===== src/rtl/ps2_pkg.sv =====
// ps2_pkg: PS/2 receive frame constants, frame FSM state type and odd-parity helper.
package ps2_pkg;
    typedef enum logic [1:0] {ST_IDLE, ST_DATA, ST_PARITY, ST_STOP} ps2_state_t;
    localparam logic START_BIT     = 1'b0;
    localparam logic STOP_BIT      = 1'b1;
    localparam int   DATA_BITS     = 8;
    localparam int   FIFO_BITS_DEF = 3;
    function automatic logic odd_parity_ok(input logic [DATA_BITS-1:0] d, input logic p);
        return ^{d, p};
    endfunction
endpackage


===== src/rtl/ps2_rx_fifo.sv =====
// ps2_rx_fifo: show-ahead byte FIFO; a push into a full FIFO is accepted only alongside a pop.
module ps2_rx_fifo
    import ps2_pkg::*;
#(
    parameter int FIFO_BITS = FIFO_BITS_DEF
) (
    input  logic                 i_clk,
    input  logic                 i_rst_n,
    input  logic                 i_push,
    input  logic [DATA_BITS-1:0] i_din,
    input  logic                 i_pop,
    output logic [DATA_BITS-1:0] o_dout,
    output logic                 o_full,
    output logic                 o_empty
);
    logic [FIFO_BITS:0]   r_wr_ptr, r_rd_ptr;
    logic [DATA_BITS-1:0] r_mem [2**FIFO_BITS];
    logic                 w_do_push, w_do_pop;
    assign o_empty   = r_wr_ptr == r_rd_ptr;
    assign o_full    = (r_wr_ptr[FIFO_BITS] != r_rd_ptr[FIFO_BITS]) &&
                       (r_wr_ptr[FIFO_BITS-1:0] == r_rd_ptr[FIFO_BITS-1:0]);
    assign w_do_pop  = i_pop && !o_empty;
    assign w_do_push = i_push && (!o_full || w_do_pop);
    assign o_dout    = r_mem[r_rd_ptr[FIFO_BITS-1:0]];
    always_ff @(posedge i_clk) begin
        if (w_do_push) r_mem[r_wr_ptr[FIFO_BITS-1:0]] <= i_din;
    end
    always_ff @(posedge i_clk or negedge i_rst_n) begin
        if (!i_rst_n) begin
            r_wr_ptr <= '0;
            r_rd_ptr <= '0;
        end else begin
            if (w_do_push) r_wr_ptr <= r_wr_ptr + 1'b1;
            if (w_do_pop)  r_rd_ptr <= r_rd_ptr + 1'b1;
        end
    end
endmodule


===== src/rtl/ps2_host_rx.sv =====
// ps2_host_rx: PS/2 device-to-host byte receiver with odd-parity check and receive FIFO.
// Optional frame timeout abort is enabled by defining PS2_RX_TIMEOUT_EN.
module ps2_host_rx
    import ps2_pkg::*;
#(
    parameter int FIFO_BITS      = FIFO_BITS_DEF,
    parameter int TIMEOUT_CYCLES = 50000
) (
    input  logic       i_clk_sys,
    input  logic       i_reset_n,
    input  logic       i_ps2_clk,
    input  logic       i_ps2_data,
    output logic [7:0] o_rx_data,
    output logic       o_rx_valid,
    input  logic       i_rx_ready,
    output logic       o_rx_parity_err,
    output logic       o_rx_frame_err,
    output logic       o_rx_overflow,
    output logic       o_busy
);
    ps2_state_t           r_state, w_state_nx;
    logic [1:0]           r_clk_sync, r_dat_sync;
    logic                 r_clk_prev;
    logic [2:0]           r_bit_cnt, w_cnt_nx;
    logic [DATA_BITS-1:0] r_shift, w_shift_nx;
    logic                 r_parity, w_par_nx;
    logic                 r_pe, r_fe, r_ov;
    logic                 w_pe_nx, w_fe_nx, w_good;
    logic                 w_fall, w_dat, w_timeout, w_full, w_empty, w_pop;
    assign w_fall = r_clk_prev && !r_clk_sync[1];
    assign w_dat  = r_dat_sync[1];
    assign w_pop  = i_rx_ready && !w_empty;
    always_ff @(posedge i_clk_sys or negedge i_reset_n) begin
        if (!i_reset_n) begin
            r_clk_sync <= 2'b11;
            r_dat_sync <= 2'b11;
            r_clk_prev <= 1'b1;
        end else begin
            r_clk_sync <= {r_clk_sync[0], i_ps2_clk};
            r_dat_sync <= {r_dat_sync[0], i_ps2_data};
            r_clk_prev <= r_clk_sync[1];
        end
    end
`ifdef PS2_RX_TIMEOUT_EN
    logic [16:0] r_to_cnt;
    always_ff @(posedge i_clk_sys or negedge i_reset_n) begin
        if (!i_reset_n) r_to_cnt <= '0;
        else if (w_fall) r_to_cnt <= '0;
        else if (r_state != ST_IDLE) r_to_cnt <= r_to_cnt + 17'd1;
    end
    assign w_timeout = (r_state != ST_IDLE) && (r_to_cnt == 17'(TIMEOUT_CYCLES));
`else
    assign w_timeout = 1'b0;
`endif
    always_comb begin
        w_state_nx = r_state;
        w_cnt_nx   = r_bit_cnt;
        w_shift_nx = r_shift;
        w_par_nx   = r_parity;
        w_pe_nx    = 1'b0;
        w_fe_nx    = 1'b0;
        w_good     = 1'b0;
        if (w_timeout) begin
            w_state_nx = ST_IDLE;
            w_fe_nx    = 1'b1;
        end else if (w_fall) begin
            case (r_state)
                ST_IDLE: begin
                    w_state_nx = (w_dat == START_BIT) ? ST_DATA : ST_IDLE;
                    w_cnt_nx   = '0;
                end
                ST_DATA: begin
                    w_shift_nx = {w_dat, r_shift[DATA_BITS-1:1]};
                    w_cnt_nx   = r_bit_cnt + 3'd1;
                    w_state_nx = (r_bit_cnt == 3'(DATA_BITS-1)) ? ST_PARITY : ST_DATA;
                end
                ST_PARITY: begin
                    w_par_nx   = w_dat;
                    w_state_nx = ST_STOP;
                end
                default: begin
                    // stop failure masks any parity failure
                    w_state_nx = ST_IDLE;
                    w_fe_nx    = w_dat != STOP_BIT;
                    w_pe_nx    = (w_dat == STOP_BIT) && !odd_parity_ok(r_shift, r_parity);
                    w_good     = (w_dat == STOP_BIT) && odd_parity_ok(r_shift, r_parity);
                end
            endcase
        end
    end
    always_ff @(posedge i_clk_sys or negedge i_reset_n) begin
        if (!i_reset_n) begin
            r_state   <= ST_IDLE;
            r_bit_cnt <= '0;
            r_shift   <= '0;
            r_parity  <= 1'b0;
            r_pe      <= 1'b0;
            r_fe      <= 1'b0;
            r_ov      <= 1'b0;
        end else begin
            r_state   <= w_state_nx;
            r_bit_cnt <= w_cnt_nx;
            r_shift   <= w_shift_nx;
            r_parity  <= w_par_nx;
            r_pe      <= w_pe_nx;
            r_fe      <= w_fe_nx;
            r_ov      <= w_good && w_full && !w_pop;
        end
    end
    ps2_rx_fifo #(.FIFO_BITS(FIFO_BITS)) u_fifo (
        .i_clk   (i_clk_sys),
        .i_rst_n (i_reset_n),
        .i_push  (w_good),
        .i_din   (w_shift_nx),
        .i_pop   (w_pop),
        .o_dout  (o_rx_data),
        .o_full  (w_full),
        .o_empty (w_empty)
    );
    assign o_rx_valid      = !w_empty;
    assign o_rx_parity_err = r_pe;
    assign o_rx_frame_err  = r_fe;
    assign o_rx_overflow   = r_ov;
    assign o_busy          = r_state != ST_IDLE;
endmodule


===== config.mk =====
export PLATFORM = sky130hd
export DESIGN_NAME = ps2_host_rx
export DESIGN_NICKNAME = d
export VERILOG_FILES = /design/src/rtl/ps2_pkg.sv /design/src/rtl/ps2_rx_fifo.sv /design/src/rtl/ps2_host_rx.sv
export SDC_FILE = /design/constraint.sdc
export NUM_CORES = 1
export LEC_CHECK = 0
export CORE_ASPECT_RATIO = 0.8
export CORE_MARGIN = 2
export CORE_UTILIZATION = 59
export DETAILED_ROUTE_END_ITERATION = 12
export MAX_ROUTING_LAYER = met4
export PLACE_DENSITY = 0.8
export SLEW_MARGIN = 20
export SYNTH_ARGS = -nofsm -noshare
export SYNTH_HDL_FRONTEND = slang
export SYNTH_SLANG_ARGS = --single-unit
export TNS_END_PERCENT = 5

===== constraint.sdc =====
create_clock -name i_clk_sys -period 3.6 [get_ports i_clk_sys]
set_clock_uncertainty 0.15 [all_clocks]
set_input_delay 1.08 -clock i_clk_sys [delete_from_list [all_inputs] [get_ports i_clk_sys]]
set_output_delay 1.08 -clock i_clk_sys [all_outputs]
set_load 0.02 [all_outputs]

==> results of run 1 <==
cells by family (layout without fill, tap and decap cells):
| kind of cell | count (synthesis) | in the layout | synth area share [%] |
|---|---|---|---|
| adder cells (fa/ha/maj) | 4 | 4 | 1.31 |
| flip-flops | 94 | 94 | 69.9 |
| buffers and inverters | 13 | 45 | 1.34 |
| AND/OR/NAND/NOR | 40 | 40 | 6.73 |
| AO/OA/AOI/OAI | 6 | 6 | 0.881 |
| XOR/XNOR | 17 | 17 | 4.77 |
| multiplexers | 35 | 35 | 15.1 |
state kept, by name, indices dropped and copies added, names as in the netlist, 2 cells and up:
name,cells
r_shift,8
u_fifo.r_wr_ptr,4
u_fifo.r_mem,64
r_clk_sync,2
u_fifo.r_rd_ptr,4
r_state,2
r_bit_cnt,3
r_dat_sync,2
per-stage QoR:
stage                     std cells  worst slack [ps]  instance area (µm²)
after floorplan                 209               613                 3830
after global placement          309               467                 4150
after detailed placement        309               442                 4150
after CTS                       325              35.4                 4340
after global routing            325             0.932                 4340
final                           325              91.4                 4340
worst paths after layout:
check                           cells past startpoint            endpoint  slack (ps)                from
worst max-delay path                                4        o_rx_data[0]          90  u_fifo.r_rd_ptr[0]
worst min-delay path                                0       r_dat_sync[1]         220       r_dat_sync[0]
worst max register to register                      5  u_fifo.r_mem[6][0]        1010          r_shift[4]
worst min register to register                      0       r_dat_sync[1]         220       r_dat_sync[0]
max in group asynchronous                           2       r_clk_sync[1]        2020           i_reset_n
min in group asynchronous                           2  u_fifo.r_wr_ptr[3]         950           i_reset_n
per-layer routing:
layer  track usage [%]  up-vias
met5                 -        -
met2              27.6       49
met1              30.3      928
met3              6.33        4
met4              4.64        0
li1                  -      854
final cells by class:
type                       instances  area (µm²)
inverter                           3        11.3
clock inverter                     7        63.8
sequential                        94        2680
fill                             421        2000
tap                               84         105
timing repair buffer              26         255
multi-input combinational        102        1100
clock buffer                       9         124
report_power, final:
part	switching (µW)	total, µW	internal (µW)
Combinational	654	1340	681
Sequential	125	1510	1380
Clock	356	672	317
synth_stat cells, types with 2 or more instances:
| master | count | area (µm²) |
|---|---|---|
| nor2b_1 | 2 | 12.5 |
| nand4_1 | 4 | 25.0 |
| xnor2_1 | 13 | 114 |
| clkbuf_1 | 5 | 18.8 |
| mux2_2 | 18 | 203 |
| nand2_1 | 9 | 33.8 |
| nor3_1 | 3 | 15.0 |
| inv_1 | 3 | 11.3 |
| mux4_2 | 16 | 360 |
| dfstp_2 | 5 | 131 |
| dfrtp_1 | 25 | 626 |
| xor2_1 | 2 | 17.5 |
| nand3_1 | 4 | 20.0 |
| ha_1 | 4 | 50.1 |
| nor2_1 | 5 | 18.8 |
| nor4_1 | 2 | 12.5 |
| edfxtp_1 | 64 | 1920 |
| nor4b_2 | 3 | 45.0 |
| o21ai_0 | 4 | 20.0 |
| buf_2 | 2 | 10.0 |
| buf_1 | 3 | 11.3 |
timing repair:
action,in CTS,in global routing
hold buffers,0,0
gates resized for setup,0,2
endpoints found under the setup margin,0,2
setup buffers,0,0
worst max-delay path: cells and delay by family, from the launching register on:
kind | cells | cell delay (ps)
flops | 1 | 380
mux | 2 | 800
buf+inv | 2 | 730
==> qor.yml, run 1 <==
route:
  num_vias: 1835
  met2_length_um: 3000
  wl_met1_um: 2870
  wl_met3_um: 394
  first_pass_iters: 7
  ant_nets: 0
  drt_iter0_drc: 104
  highest_layer: "met4"
  drt-vias-per-instance: 5.65
  finalWirelength_um: 6310
  wl_per_cell_um: 19.4
  drcViolationCount: 0
synthesis:
  syn_area_per_cell_um2: 18.3
  ys_seq_area_share_pct: 69.9
  ys_seq_elements: 94
  syn_area_mm2: 0.00383
  synthArstFlopShare_pct: 31.9
  synth_cells: 209
  synth_edf_count: 64
  ys_warn_count: 0
  synth_fp_nets: 218
  synth.distinct_cells: 34
  ys_dominant_reg_cell: "edfxtp_1"
run_status:
  status: "finished, final reports clean"
global_route:
  grt_pass1_wl_um: 10000
  grt_usage_pct: 20.2
  grt_max_degree: 31
  grt_remaining_overflow: 0
  antenna_found_initial: 0
  grt_pass1_vias: 1823
final_layout:
  fin_util_pct: 68.4
  drive_gt1_share_pct: 29.0
  num_antenna_cells: 0
  syn_to_final_growth_pct: 13.3
  final_common_cell: "edfxtp_1"
  fin_nets: 245
  layout_common_cells: "edfxtp_1 (64), dfrtp_1 (25), mux2_2 (18)"
sta:
  rsz0062_at_grt: "false"
  worst_pin_slew_ps: 682
  fmax_mhz: 285
  fin_hold_ws_ps: 215
  finalHoldViolCount: 0
  relSlewSlack_pct: 54.4
  final_max_slew_viol_count: 0
  timing.final.crit_share_pct: 97.5
  setup_viol: 0
  finalSetupTns_ps: 0
  period_needed_ps: 3510
floorplanning:
  die_h_um: 76.1
  rows: 26
  ioPinCount: 18
  core-area_mm2: 0.00634
  start_util_pct: 60.4
  die_w_um: 94.1
  die-area_mm2: 0.00716
min_path:
  worstHoldPathType: "reg2reg"
power:
  p_leak_uw: 0.00154
  ir_drop_v: 0.000397
  p_per_area_mw_per_mm2: 810
  finalPower_uw: 3520
clock_network:
  htree_levels: 3
  cts_buffer_depth: 2
  clock_latency_ps: 360
  cts_tree: "built"
  cts_buffers: 9
  clkSinkCount: 94
  cts_root_buffer: "clkbuf_8"
  clkTransAtPathRegs_ps: 90
critical_path:
  slowest_stage: "mux4_2"
  critPathCaptureType: "primary output"
  worstPathArrival_ps: 2280
  max_stage_delay_ps: 530
  crit_fanout: 20
  start_kind: "register"
  path_class: "reg2out"
  cp.required_ps: 2370
  path_cells: "buf_12 -> mux4_2 -> mux2_2 -> clkdlybuf4s50_1"
flow_run:
  maxCapViolCount: 0
placed_design:
  place.gp.congestion: 0.735
  hpwl_um: 3920
  io_buffers: 17
No activity file was read; power rests on OpenSTA's default activity.
==> run 2, diff against run 1 <==
- CORE_MARGIN: 2 -> 4
- SKIP_CTS_REPAIR_TIMING: not set -> 1
==> run 2 against run 1 <==
Core utilization up 2.8 points. First-iteration DRC count up 77%. Clock power down 7.4%. Die area up 9.7%. Routed wire length up 2.1%. Register-to-register slack worse by 120 ps. Largest cell class unchanged.
==> qor.yml, run 2 (synthesis results as in run 1) <==
final_layout:
  drive_gt1_share_pct: 30.2
  syn_to_final_growth_pct: 13.3
  final_common_cell: "edfxtp_1"
  num_antenna_cells: 0
  fin_area_mm2: 0.00434
  fin_nets: 246
  largest_register_ffs: 64
  layout_common_cells: "edfxtp_1 (64), dfrtp_1 (25), mux2_2 (18)"
  fin_cells: 323
  fin_util_pct: 71.2
  fillers: 363
sta:
  fmax_mhz: 285
  timing.final.crit_share_pct: 97.4
  finalSetupTns_ps: 0
  relSlewSlack_pct: 57.9
  final_max_slew_viol_count: 0
  rsz0062_at_grt: "false"
  finalHoldViolCount: 0
  period_needed_ps: 3510
  worst_pin_slew_ps: 629
  setup_viol: 0
critical_path:
  critPathCaptureType: "primary output"
  path_class: "reg2out"
  start_kind: "register"
  reg2reg_slack_ps: 890
  r2r_start: "r_shift[4]"
  rr_endpoint: "u_fifo.r_mem[6][3]"
  ff2ff_path_depth: 5
  crit_fanout: 20
  cp.required_ps: 2370
  worstPathArrival_ps: 2280
min_path:
  holdPathEnd: "r_clk_sync[1]"
  min_path_cells: 0
  worstHoldPathType: "reg2reg"
  hp-start: "r_clk_sync[0]"
route:
  drt-vias-per-instance: 5.78
  ant_nets: 0
  drt_iter0_drc: 184
  finalWirelength_um: 6450
  first_pass_iters: 4
  num_vias: 1866
  wl_per_cell_um: 20.0
  drcViolationCount: 0
clock_network:
  htree_levels: 3
  cts_buffers: 9
  clock_latency_ps: 350
  cts_root_buffer: "clkbuf_8"
  cts_buffer_depth: 2
  cts_tree: "built"
  clkSinkCount: 94
  clkTransAtPathRegs_ps: 90
floorplanning:
  die_w_um: 98.1
  core-area_mm2: 0.00610
  die_h_um: 80.1
  start_util_pct: 62.8
  rows: 25
  ioPinCount: 18
  die-area_mm2: 0.00786
power:
  p_per_area_mw_per_mm2: 803
  p_leak_uw: 0.00155
  ir_drop_v: 0.000577
  finalPower_uw: 3490
placed_design:
  dpl.cell_count: 307
  placedInstanceArea_mm2: 0.00415
  place.gp.congestion: 0.774
  hpwl_um: 4340
  io_buffers: 17
global_route:
  antenna_found_initial: 0
  grt_pass1_vias: 1900
  grt_usage_pct: 18.8
  grt_max_degree: 31
  grt_pass1_wl_um: 10600
  grt_remaining_overflow: 0
flow_run:
  maxCapViolCount: 0
run_status:
  status: "finished, final reports clean"
[run 2: metal layers]
metal,wire length (µm),track usage [%]
met1,2700,24.6
met3,457,5.64
met5,0,-
met4,23,4.15
met2,3260,30.0
[run 2: how the worst max path moves through the flow]
stage / startpoint / end / slack (ps) / cells after the start
CTS: u_fifo.r_rd_ptr[0] / o_rx_data[2] / 50 / 4
floorplan: u_fifo.r_rd_ptr[0] / o_rx_data[0] / 610 / 4
finish: u_fifo.r_rd_ptr[0] / o_rx_data[5] / 90 / 4
global route: u_fifo.r_rd_ptr[0] / o_rx_data[5] / 10 / 4
detailed placement: i_rx_ready / u_fifo.r_mem[6][4] / 410 / 5
global placement: i_rx_ready / u_fifo.r_mem[6][4] / 450 / 5
[run 2: layout make-up]
type                            count  area, µm²  share of cell area [%]
Tap cell                           81        101                    2.33
Multi-Input combinational cell    102       1100                    25.4
Sequential cell                    94       2680                    61.7
Timing Repair Buffer               27        268                    6.17
Inverter                            3       11.3                   0.259
Clock buffer                       10        128                    2.94
Clock inverter                      6       52.6                    1.21
[run 2: power by group]
group / total (µW) / internal [µW] / switching, µW / leakage, µW
Clock: 622 / 262 / 360 / 0.0000854
Combinational: 1360 / 685 / 671 / 0.000522
Sequential: 1510 / 1380 / 127 / 0.000946
[run 2: metrics by stage]
step,hold slack [ps],setup slack [ps]
after floorplan,195,613
after global placement,197,454
after detailed placement,197,410
after CTS,214,54.3
after global routing,216,9.92
final,212,94.6
[run 2: critical path, cell delays in order (launching register included)]
cell and delay, ps:
dfrtp_1 390, buf_12 200, mux4_2 520, mux2_2 270, clkdlybuf4s50_1 540
==> run 3, diff against run 2 <==
- clock period: 3.6 -> 3.5 ns (I/O delays scaled with it)
==> run 3 against run 2 <==
Critical path depth shrank 1. Core utilization grew 0.16 points. Sequential share of layout area shrank 0.14 points. Clock power grew 3.4%. Die area is the same. Clock-buffer cell count is the same. Final cell count is the same. Design area grew 0.23%. Power grew 2.7%. Via count grew 0.16%. Largest cell class unchanged. Highest routed layer unchanged.
==> qor.yml, run 3 (synthesis results as in run 1) <==
global_route:
  grt_max_degree: 31
  antenna_found_initial: 0
  grt_pass1_wl_um: 10600
  grt_pass1_vias: 1900
  grt_remaining_overflow: 0
  grt_usage_pct: 18.8
sta:
  worst_pin_slew_ps: 634
  setup_viol: 0
  finalSetupTns_ps: 0
  rsz0062_at_grt: "false"
  period_needed_ps: 3190
  final_max_slew_viol_count: 0
  fin_hold_ws_ps: 212
  fmax_mhz: 314
  finalHoldViolCount: 0
  timing.final.crit_share_pct: 91.0
  relSlewSlack_pct: 57.6
power:
  p_per_area_mw_per_mm2: 823
  ir_drop_v: 0.000595
  p_sw_uw: 1190
  seq_power_share_pct: 43.3
  comb_power_share_pct: 38.7
  finalPower_uw: 3580
  swShare_pct: 33.3
  power.clock.fraction_pct: 17.9
  p_int_uw: 2390
  p_leak_uw: 0.00159
clock_network:
  htree_levels: 3
  cts_tree: "built"
  cts_buffer_depth: 2
  clock_latency_ps: 340
  cts_root_buffer: "clkbuf_8"
  clkSinkCount: 94
  cts_buffers: 9
  clkTransAtPathRegs_ps: 90
critical_path:
  path_cells: "xnor2_1 -> nand4_1 -> clkdlybuf4s50_1"
  crit_fanout: 11
  critPathCaptureType: "primary output"
  path_class: "reg2out"
  cp.required_ps: 2300
  ff2ff_path_depth: 5
  crit_family: "flip-flops"
  start_kind: "register"
  reg2reg_slack_ps: 810
  slowest_stage: "dfrtp_1"
  crit_buf_inv: 1
  rr_endpoint: "u_fifo.r_mem[6][0]"
  worstPathArrival_ps: 1990
  r2r_start: "r_shift[4]"
  max_stage_delay_ps: 710
placed_design:
  hpwl_um: 4340
  place.gp.congestion: 0.774
  io_buffers: 17
min_path:
  holdPathEnd: "r_clk_sync[1]"
  min_path_cells: 0
  hp-start: "r_clk_sync[0]"
  worstHoldPathType: "reg2reg"
final_layout:
  syn_to_final_growth_pct: 13.5
  layout_common_cells: "edfxtp_1 (64), dfrtp_1 (25), mux2_2 (18)"
  regArea_mm2: 0.00268
  drive_gt1_share_pct: 30.2
  fillers: 360
  final_common_cell: "edfxtp_1"
  fin_nets: 246
  largest_register_ffs: 64
  multiInputGateArea_mm2: 0.00110
  num_antenna_cells: 0
route:
  first_pass_iters: 4
  drt_iter0_drc: 212
  ant_nets: 0
  finalWirelength_um: 6450
  wl_per_cell_um: 20.0
  drcViolationCount: 0
  drt-vias-per-instance: 5.79
  num_vias: 1869
floorplanning:
  die_w_um: 98.1
  core-area_mm2: 0.00610
  ioPinCount: 18
  die_h_um: 80.1
  rows: 25
  die-area_mm2: 0.00786
  start_util_pct: 62.8
flow_run:
  maxCapViolCount: 0
run_status:
  status: "finished, final reports clean"
run 3: changes by cell type in the layout (fill, tap and decap cells not counted):
cell,change
dlymetal6s2s_1,+4
clkdlybuf4s50_1,-4
run 3: area by class of cell:
| type | instances | area share, % |
|---|---|---|
| flip-flops and latches | 94 | 61.6 |
| clock inverters | 6 | 1.21 |
| repair buffers | 27 | 6.38 |
| multi-input cells | 102 | 25.3 |
| clock buffers | 10 | 2.93 |
| well taps | 81 | 2.33 |
| inverters | 3 | 0.259 |
run 3: worst max-delay path by stage:
stage	from	depth (start not counted)	endpoint
2_1_floorplan	u_fifo.r_rd_ptr[0]	4	o_rx_data[0]
3_3_place_gp	i_rx_ready	5	u_fifo.r_mem[6][4]
3_5_place_dp	i_rx_ready	5	u_fifo.r_mem[6][4]
4_1_cts	u_fifo.r_rd_ptr[0]	4	o_rx_data[2]
5_1_grt	u_fifo.r_rd_ptr[2]	3	o_rx_valid
6_report	u_fifo.r_rd_ptr[2]	3	o_rx_valid
run 3: power by group through the flow:
| stage | clock [µW] | sequential [µW] | combinational, µW |
|---|---|---|---|
| after floorplan | 0 | 1500 | 1080 |
| after global placement | 0 | 1570 | 1340 |
| after detailed placement | 0 | 1580 | 1410 |
| after CTS | 657 | 1550 | 1420 |
| after global routing | 714 | 1570 | 1490 |
| final | 643 | 1550 | 1390 |
run 3: metrics by stage:
step | utilization [%] | std cells | cell area (µm²) | worst slack [ps]
6_report | 71.3 | 323 | 4350 | 315
5_1_grt | 71.3 | 323 | 4350 | 193
4_1_cts | 71.0 | 323 | 4330 | -15.7
2_1_floorplan | - | 209 | 3830 | 543
3_3_place_gp | 68.1 | 307 | 4150 | 384
3_5_place_dp | 68.1 | 307 | 4150 | 340
run 3: per-layer routing:
layer,share of wire [%],GRT usage (%),up-vias,routed length (µm)
met1,42,24.6,949,2700
met2,52,30.0,63,3370
met4,0.36,4.15,0,23
met3,5.5,5.64,2,354
li1,-,-,855,-
met5,0,-,-,0
run 3: worst register-to-register path: cells and delay by family (launching register included):
kind / cells / cell delay (ps)
xor gates and xnor gates: 3 / 970
and+or+nand+nor: 2 / 820
DFF: 1 / 410
